### src/rtl/can_sat_counter.sv
// Saturating up-counter with synchronous clear; sticks at all-ones.
module can_sat_counter #(
  parameter int WIDTH = 8
) (
  input  logic             clk_i,
  input  logic             rst_ni,
  input  logic             clear_i,
  input  logic             inc_i,
  output logic [WIDTH-1:0] count_o
);

  localparam logic [WIDTH-1:0] CNT_MAX = {WIDTH{1'b1}};
  localparam logic [WIDTH-1:0] CNT_ONE = {{(WIDTH-1){1'b0}}, 1'b1};

  logic [WIDTH-1:0] count_q;
  logic [WIDTH-1:0] count_d;

  // next count: clear wins over increment, increment stops at the ceiling
  always_comb begin
    count_d = count_q;
    if (clear_i) begin
      count_d = {WIDTH{1'b0}};
    end else if (inc_i && (count_q != CNT_MAX)) begin
      count_d = count_q + CNT_ONE;
    end else begin
      count_d = count_q;
    end
  end

  // count register
  always_ff @(posedge clk_i or negedge rst_ni) begin
    if (!rst_ni) begin
      count_q <= {WIDTH{1'b0}};
    end else begin
      count_q <= count_d;
    end
  end

  assign count_o = count_q;

endmodule

### config.mk
export PLATFORM = sky130hd
export DESIGN_NAME = can_sat_counter
export DESIGN_NICKNAME = d
export VERILOG_FILES = /design/src/rtl/can_sat_counter.sv
export SDC_FILE = /design/constraint.sdc
export NUM_CORES = 1
export LEC_CHECK = 0
export ABC_CLOCK_PERIOD_IN_PS = 1800
export CORE_AREA = 2 2 39 41
export DETAILED_ROUTE_END_ITERATION = 12
export DIE_AREA = 0 0 41 43
export GPL_TIMING_DRIVEN = 0
export SLEW_MARGIN = 30
export SYNTH_ARGS = -nofsm -noshare
export SYNTH_HDL_FRONTEND = slang
export SYNTH_SLANG_ARGS = --single-unit
### constraint.sdc
create_clock -name clk_i -period 1.8 [get_ports clk_i]
set_clock_uncertainty 0.05 [all_clocks]
set_input_delay 0.18 -clock clk_i [delete_from_list [all_inputs] [get_ports clk_i]]
set_output_delay 0.18 -clock clk_i [all_outputs]
set_load 0.02 [all_outputs]
==> flow_metrics.tcl, run 1 <==
set metrics [dict create \
    status "complete, no violations" \
    place.gp.congestion 0.765 \
    clockBufferDepth 2 \
    pwr-share-clk_pct 37.1 \
    p_switching_uw 91.4 \
    clockRootBuffer "clkbuf_4" \
    cts.hold.buffers_added 0 \
    drtPass1Iterations 4 \
    grt_usage_pct 13.1 \
    wl_per_cell_microns 12.0 \
    path_class "reg -> reg" \
    largest_reg_flops 8 \
    max_slew_margin_pct 71.4 \
    setup_tns_ns 0 \
    ir_drop_v 0.000465 \
    portBuffers 10 \
    nets 69 \
    rows 14 \
    syn_inst 49 \
    worstPathMaxFanout 7 \
    clock_latency_ns 0.26 \
    hpwl_microns 701 \
    ys_types 28 \
    drtIter0Drc 11 \
    power_density_mw_per_mm2 611 \
    cp-start-kind "flip-flop" \
    switching_share_pct 24.5 \
    synth_area_leaders "dfrtp_1, mux2_2, nor3_1" \
    grt_max_degree 11 \
    worstPathArrival_ns 1.80 \
    die_area_sq_mm 0.00176 \
    die_w_microns 41 \
    initial_utilization_pct 33.5 \
    cap_violations 0 \
    cp_top_family "flip-flops" \
    vias 415 \
    synth-seq-area-share_pct 43.1 \
    power_frac_seq_pct 51.1 \
    reg2reg_depth 4 \
    avgViaCountPerCell 5.32 \
    ff2ff_setup_slack_ns 0.09 \
    layout-drive-gt1-share_pct 14.5 \
    dp_cells 75 \
    worstHoldPathType "in -> async" \
    slew_viol_final 0 \
    numCtsBuffers 3 \
    timing.rr.end "count_o[0]" \
    rsz0062_at_grt "no" \
    ios 12 \
    antennaDiodeCount 0 \
    total_power_uw 373 \
    grt_pass1_wl_microns 1510 \
    netlist_area_sq_um 464 \
    crit_chain "ha_1 -> and4_2 -> a21boi_2 -> mux2_2" \
    p_leak_nw 0.240 \
    timing.fmax_mhz 585 \
    period_share_pct 95.0 \
    cp_slowest_cell "dfrtp_1" \
    final_hold_viol_count 0 \
    p_comb_share_pct 11.8 \
    ant_nets 0 \
    cts_setup_buffers 0 \
    syn_nets 54 \
    ys_warn_count 0 \
    worstPathRequired_ns 1.89 \
    coreArea_sq_mm 0.00138 \
    cts.sinks 8 \
    avgSynthCellArea_sq_um 9.47 \
    post-synth-top-area-fraction_pct 43.1 \
    fin_cells 78 \
    cp_num_buf_inv 0 \
    post-route-util_pct 44.1 \
    die_h_microns 43 \
    n_fill_cell 142 \
    areaGrowthSynthToFinish_pct 31.5 \
    overflow 0 \
    p_int_uw 282 \
    cts_tree "built" \
    drc 0 \
    drt-total-wl_microns 937 \
    setup_viol 0 \
    ctsResizeCount 0 \
    cp_slowest_stage_delay_ns 0.42 \
    grt_pass1_vias 356 \
    synth_seq_cells 8 \
    tightest_slew_ns 0.429 \
    end_kind "flip-flop" \
    clk_pin_slew_ns 0.05 \
    synth_area_leader_cell "dfrtp_1" \
    grt_antenna_before_repair 0 \
    post-route-min-period_ns 1.71 \
    h-tree-depth 1 \
    rr_startpoint "count_o[0]" \
]
-- Yosys cell counts (all sizes together) --
master	instances
nor4	1
a41oi	1
and4	2
o21ai	1
and3	1
a2111oi	1
or3	1
nand3	3
nor2b	3
a21boi	1
a31oi	1
mux2i	1
nor3b	1
nor3	4
a211oi	1
nand2b	3
dfrtp	8
clkbuf	1
nand4	1
buf	1
ha	1
nor2	2
nand2	2
inv	2
mux2	2
a21oi	3
-- layout by cell type (no fill, tap or decap), types with 2 or more instances in the layout --
| cell type | netlist | layout |
|---|---|---|
| clkdlybuf4s50_1 | 0 | 10 |
| nand2_1 | 2 | 2 |
| nand3_1 | 2 | 2 |
| mux2_2 | 2 | 2 |
| inv_1 | 2 | 2 |
| nor2_1 | 2 | 2 |
| dfrtp_1 | 8 | 8 |
| nor2b_1 | 3 | 3 |
| nand2b_1 | 3 | 3 |
| nor3_1 | 4 | 4 |
| a21oi_1 | 3 | 3 |
| clkbuf_4 | 0 | 3 |
-- power groups by stage --
stage / registers [mW] / logic (mW) / clock network [mW]
6_report: 0.191 / 0.0439 / 0.139
5_1_grt: 0.192 / 0.0492 / 0.152
4_1_cts: 0.191 / 0.0448 / 0.139
3_5_place_dp: 0.194 / 0.0445 / 0
3_3_place_gp: 0.194 / 0.0441 / 0
2_1_floorplan: 0.198 / 0.0183 / 0
-- metrics by stage --
step	setup slack, ns	hold WS [ns]	cell area [sq um]
6_report	0.0898	0.160	611
5_1_grt	0.0227	0.186	611
4_1_cts	0.00883	0.175	607
3_5_place_dp	0.0174	0.441	584
3_3_place_gp	0.0388	0.449	584
2_1_floorplan	0.0586	-0.166	464
-- metal layers --
layer  routed length, microns  part of all wire [%]  global-route usage, %
met5                        0                     0                      0
met4                       20                   2.1                   8.00
met3                       62                   6.6                   4.71
met2                      392                    42                   16.6
met1                      461                    49                   18.2
-- cells by family (layout without fill, tap and decap cells) --
group | Yosys count | in the layout | share of synthesized area (%)
adders and majority gates | 1 | 1 | 2.69
buffers and inverters | 4 | 17 | 3.50
DFF | 8 | 8 | 43.1
muxes | 3 | 3 | 7.01
and+or+nand+nor | 24 | 24 | 31.0
AOI/OAI and AO/OA | 9 | 9 | 12.7
-- layout make-up --
| class | instances | area, sq um | share of cell area (%) |
|---|---|---|---|
| Timing Repair Buffer | 10 | 100 | 16.4 |
| Tap cell | 16 | 20.0 | 3.28 |
| Multi-Input combinational cell | 37 | 251 | 41.2 |
| Clock buffer | 3 | 22.5 | 3.69 |
| Inverter | 2 | 7.51 | 1.23 |
| Sequential cell | 8 | 200 | 32.8 |
| Buffer | 2 | 8.76 | 1.43 |
-- worst max-delay path by stage --
stage                     startpoint    endpoint  slack [ns]  cells after the start
after floorplan           count_o[0]  count_o[0]        0.06                      4
after global placement    count_o[0]  count_o[0]        0.04                      4
after detailed placement  count_o[0]  count_o[0]        0.02                      4
after CTS                 count_o[0]  count_o[0]       0.009                      4
after global routing      count_o[0]  count_o[0]        0.02                      4
final                     count_o[0]  count_o[0]        0.09                      4
No activity file was read; power rests on OpenSTA's default activity.
==> run 2: changes to the inputs <==
--- a/config.mk
+++ b/config.mk
@@ -10,6 +10,7 @@
 export DETAILED_ROUTE_END_ITERATION = 12
 export DIE_AREA = 0 0 41 43
 export GPL_TIMING_DRIVEN = 0
+export PLACE_DENSITY = 0.7
 export SLEW_MARGIN = 30
 export SYNTH_ARGS = -nofsm -noshare
 export SYNTH_HDL_FRONTEND = slang
==> run 2 against run 1 <==
Against the previous run:
- non-clock buffer count is the same
- routed wire length grew 3.3%
- clock power is essentially flat
- die area is the same
- critical endpoint unchanged
- largest cell class unchanged
==> flow_metrics.tcl, run 2 (same netlist as run 1, synthesis figures left out) <==
set metrics [dict create \
    status "complete, no violations" \
    cts_setup_buffers 0 \
    cap_violations 0 \
    worstPathRequired_ns 1.89 \
    p_leak_nw 0.240 \
    layout-drive-gt1-share_pct 14.5 \
    cp_slowest_stage_delay_ns 0.43 \
    cts.sinks 8 \
    die_area_sq_mm 0.00176 \
    nets 69 \
    rows 14 \
    clockRootBuffer "clkbuf_4" \
    dp_cells 75 \
    setup_viol 0 \
    timing.fmax_mhz 579 \
    overflow 0 \
    ir_drop_v 0.000320 \
    p_switching_uw 95.0 \
    period_share_pct 96.0 \
    grt_max_degree 11 \
    areaGrowthSynthToFinish_pct 31.5 \
    vias 415 \
    cp_num_buf_inv 0 \
    grt_pass1_wl_microns 1640 \
    worstPathArrival_ns 1.82 \
    cp_slowest_cell "dfrtp_1" \
    crit_chain "ha_1 -> and4_2 -> a21boi_2 -> mux2_2" \
    total_power_uw 377 \
    worstPathMaxFanout 7 \
    drt-total-wl_microns 968 \
    avgViaCountPerCell 5.32 \
    slew_viol_final 0 \
    power_density_mw_per_mm2 618 \
    numCtsBuffers 3 \
    pwr-share-clk_pct 37.6 \
    cts_tree "built" \
    hpwl_microns 663 \
    drtIter0Drc 3 \
    die_h_microns 43 \
    tightest_slew_ns 0.421 \
    ios 12 \
    switching_share_pct 25.2 \
    clock_latency_ns 0.25 \
    end_kind "flip-flop" \
    clockBufferDepth 2 \
    clk_pin_slew_ns 0.06 \
    ant_nets 0 \
    grt_antenna_before_repair 0 \
    place.gp.congestion 0.678 \
    antennaDiodeCount 0 \
    worstHoldPathType "in -> async" \
    post-route-min-period_ns 1.73 \
    max_slew_margin_pct 71.9 \
    layout_commonest_cell "clkdlybuf4s50_1" \
    wl_per_cell_microns 12.4 \
    grt_usage_pct 13.6 \
    power_frac_seq_pct 50.6 \
    largest_reg_flops 8 \
    path_class "reg -> reg" \
    p_comb_share_pct 11.8 \
    cp-start-kind "flip-flop" \
    coreArea_sq_mm 0.00138 \
    p_int_uw 282 \
    die_w_microns 41 \
    fin_cells 78 \
    drtPass1Iterations 2 \
    setup_tns_ns 0 \
    cts.hold.buffers_added 0 \
    initial_utilization_pct 33.5 \
    grt_pass1_vias 364 \
    final_cell_mix "clkdlybuf4s50_1, dfrtp_1, nor3_1" \
    rsz0062_at_grt "no" \
    ctsResizeCount 0 \
    cp_top_family "flip-flops" \
    portBuffers 10 \
    drc 0 \
    h-tree-depth 1 \
    final_hold_viol_count 0 \
]
run 2: worst reg2reg max path, stage by stage (launching register included):
cell and delay (ns):
dfrtp_1 0.43, ha_1 0.30, and4_2 0.30, a21boi_2 0.19, mux2_2 0.35
run 2: layer usage:
layer | GRT usage (%) | vias to the layer above | share of wire (%)
li1 | - | 211 | -
met1 | 20.8 | 192 | 48
met2 | 17.5 | 10 | 45
met3 | 3.14 | 2 | 5.5
met4 | 6.00 | 0 | 0.83
met5 | 0 | - | 0
run 2: layout make-up:
type	count	area, sq um
Clock buffer	3	22.5
Tap cell	16	20.0
Sequential cell	8	200
Multi-Input combinational cell	37	251
Timing Repair Buffer	10	100
Inverter	2	7.51
Fill cell	139	773
Buffer	2	8.76
run 2: metrics by stage:
| stage | setup slack [ns] | utilization, % | hold WS, ns | instance area, sq um |
|---|---|---|---|---|
| 2_1_floorplan | 0.0586 | - | -0.166 | 464 |
| 3_5_place_dp | 0.0251 | 42.2 | 0.447 | 584 |
| 3_3_place_gp | 0.0442 | 42.2 | 0.444 | 584 |
| 4_1_cts | 0.0160 | 43.9 | 0.170 | 607 |
| 5_1_grt | 0.0207 | 44.1 | 0.186 | 611 |
| 6_report | 0.0714 | 44.1 | 0.159 | 611 |
run 2: worst paths after layout:
kind,startpoint,slack [ns],cells after the start,to
min in group clk_i,inc_i,0.26,3,count_o[2]
min reg2reg,count_o[7],0.53,2,count_o[7]
max,count_o[0],0.07,4,count_o[0]
max in group asynchronous,rst_ni,1.27,1,count_o[1]
min,rst_ni,0.16,1,count_o[4]
max reg2reg,count_o[0],0.07,4,count_o[0]
run 2: power by group through the flow:
stage                     Clock, mW  Sequential (mW)  Combinational, mW
after global placement            0            0.194             0.0440
after floorplan                   0            0.198             0.0183
after detailed placement          0            0.194             0.0444
after CTS                     0.145            0.191             0.0445
after global routing          0.155            0.191             0.0490
final                         0.142            0.191             0.0443
==> run 3: changes to the inputs <==
--- a/config.mk
+++ b/config.mk
@@ -7,10 +7,12 @@
 export LEC_CHECK = 0
 export ABC_CLOCK_PERIOD_IN_PS = 1800
 export CORE_AREA = 2 2 39 41
+export CTS_CLUSTER_SIZE = 30
 export DETAILED_ROUTE_END_ITERATION = 12
 export DIE_AREA = 0 0 41 43
+export DONT_BUFFER_PORTS = 1
 export GPL_TIMING_DRIVEN = 0
-export PLACE_DENSITY = 0.7
+export PLACE_DENSITY = 0.59
 export SLEW_MARGIN = 30
 export SYNTH_ARGS = -nofsm -noshare
 export SYNTH_HDL_FRONTEND = slang
==> run 3 against run 2 <==
Against the previous run:
- non-clock buffer count shrank 9
- design area decreased by 14%
- hold slack worse by 0.023 ns
- critical path type unchanged
- clock power is essentially flat
- critical endpoint unchanged
- routed wire length down 1.7%
- sequential share of layout area increased by 5.8 points
- clock-buffer cell count unchanged
- register-to-register slack about the same
==> flow_metrics.tcl, run 3 (same netlist as run 1, synthesis figures left out) <==
set metrics [dict create \
    areaGrowthSynthToFinish_pct 13.2 \
    design_area_sq_um 526 \
    rr_startpoint "count_o[0]" \
    grt_usage_pct 14.9 \
    wl_per_cell_microns 13.8 \
    cp_num_buf_inv 0 \
    reg2reg_depth 4 \
    ios 12 \
    worstPathArrival_ns 1.81 \
    end_kind "flip-flop" \
    h-tree-depth 1 \
    grt_max_degree 11 \
    cp_slowest_stage_delay_ns 0.48 \
    post-route-min-period_ns 1.72 \
    final_hold_viol_count 0 \
    layout-drive-gt1-share_pct 22.6 \
    clk_pin_slew_ns 0.06 \
    drtPass1Iterations 2 \
    die_h_microns 43 \
    ir_drop_v 0.000311 \
    clockBufferDepth 2 \
    p_switching_uw 95.7 \
    worstPathRequired_ns 1.90 \
    numCtsBuffers 3 \
    coreArea_sq_mm 0.00138 \
    cp-startpoint "count_o[0]" \
    vias 389 \
    cts.sinks 8 \
    setup_viol 0 \
    drtIter0Drc 8 \
    cts_tree "built" \
    path_class "reg -> reg" \
    setup_ws_ns 0.0848 \
    ff2ff_setup_slack_ns 0.08 \
    cp-start-kind "flip-flop" \
    timing.fmax_mhz 583 \
    antennaDiodeCount 0 \
    power_density_mw_per_mm2 703 \
    cp_slowest_cell "dfrtp_2" \
    layout_commonest_cell "dfrtp_1" \
    switching_share_pct 25.9 \
    rows 14 \
    n_fill_cell 134 \
    ant_nets 0 \
    die_area_sq_mm 0.00176 \
    dpl_cell_area_sq_um 484 \
    cts_setup_buffers 0 \
    total_power_uw 370 \
    cp_top_family "flip-flops" \
    p_leak_nw 0.204 \
    portBuffers 0 \
    grt_pass1_vias 381 \
    status "complete, no violations" \
    cp.depth 4 \
    clock_latency_ns 0.26 \
    cap_violations 0 \
    max_slew_margin_pct 71.2 \
    place.gp.congestion 0.702 \
    grt_pass1_wl_microns 1730 \
    initial_utilization_pct 33.5 \
    largest_reg_flops 8 \
    dp_slack_ns -0.0845 \
    worstPathMaxFanout 7 \
    period_share_pct 95.3 \
    p_comb_share_pct 7.5 \
    crit_path_end "count_o[0]" \
    crit_chain "ha_2 -> and4_2 -> a21boi_2 -> mux2_2" \
    timing.rr.end "count_o[0]" \
    hold_ws_ns 0.137 \
    power_frac_seq_pct 53.4 \
    drc 0 \
    avgViaCountPerCell 5.64 \
    rsz0062_at_grt "no" \
    worstHoldPathType "in -> reg" \
    overflow 0 \
    tightest_slew_ns 0.431 \
    seqCellArea_sq_um 203 \
    p_int_uw 274 \
    drt-total-wl_microns 952 \
    clockRootBuffer "clkbuf_4" \
    pwr-share-clk_pct 39.0 \
    slew_viol_final 0 \
    nets 60 \
    grt_antenna_before_repair 0 \
    multi_input_area_sq_um 254 \
    die_w_microns 41 \
    hpwl_microns 669 \
    final_cell_mix "dfrtp_1, nor3_1" \
]
## run 3: cell types whose count changed in the layout (fill, tap and decap cells not counted)
cell | previous run | this run
clkdlybuf4s50_1 | 10 | 0
dfrtp_1 | 8 | 6
dfrtp_2 | 0 | 2
dlygate4sd3_1 | 0 | 1
ha_1 | 1 | 0
ha_2 | 0 | 1
## run 3: worst min-delay path by stage
| stage | slack (ns) | end | startpoint | cells after the start |
|---|---|---|---|---|
| CTS | 0.14 | count_o[3] | clear_i | 2 |
| finish | 0.14 | count_o[3] | clear_i | 2 |
| global route | 0.16 | count_o[3] | clear_i | 2 |
| detailed placement | -0.17 | count_o[6] | rst_ni | 0 |
| global placement | -0.17 | count_o[4] | rst_ni | 0 |
| floorplan | -0.17 | count_o[0] | rst_ni | 0 |
## run 3: worst register-to-register path, cell delays in order (launching register included)
cell,delay [ns]
dfrtp_2,0.48
ha_2,0.26
and4_2,0.27
a21boi_2,0.19
mux2_2,0.35
## run 3: final cells by class
class                      instances  area share (%)
buffer                             2            1.67
clock buffer                       3            4.29
inverter                           2            1.43
multi-input combinational         37            48.3
sequential                         8            38.6
tap                               16            3.81
timing repair buffer               1            1.90
## run 3: repair_timing
item,4_1_cts,5_1_grt
gates resized for setup,2,2
setup endpoints to repair,1,1
hold endpoints to repair,8,0
hold buffers,1,0
gates cloned,0,0
## run 3: per-layer routing
layer,vias to the layer above,wire length (microns),global-route usage [%]
li1,192,-,-
met1,180,444,16.9
met2,12,422,20.6
met3,5,52,7.85
met4,0,32,10.0
met5,-,0,0
## run 3: power by group through the flow
| stage | sequential [mW] | clock [mW] | combinational [mW] |
|---|---|---|---|
| 3_5_place_dp | 0.200 | 0 | 0.0221 |
| 5_1_grt | 0.199 | 0.156 | 0.0330 |
| 2_1_floorplan | 0.198 | 0 | 0.0183 |
| 3_3_place_gp | 0.200 | 0 | 0.0215 |
| 6_report | 0.197 | 0.144 | 0.0279 |
| 4_1_cts | 0.197 | 0.148 | 0.0280 |
## run 3: stage by stage
stage | setup TNS, ns | std cells | utilization, %
2_1_floorplan | 0 | 49 | -
3_3_place_gp | -0.0715 | 65 | 35.0
3_5_place_dp | -0.0845 | 65 | 35.0
4_1_cts | 0 | 69 | 37.6
5_1_grt | 0 | 69 | 38.0
6_report | 0 | 69 | 38.0
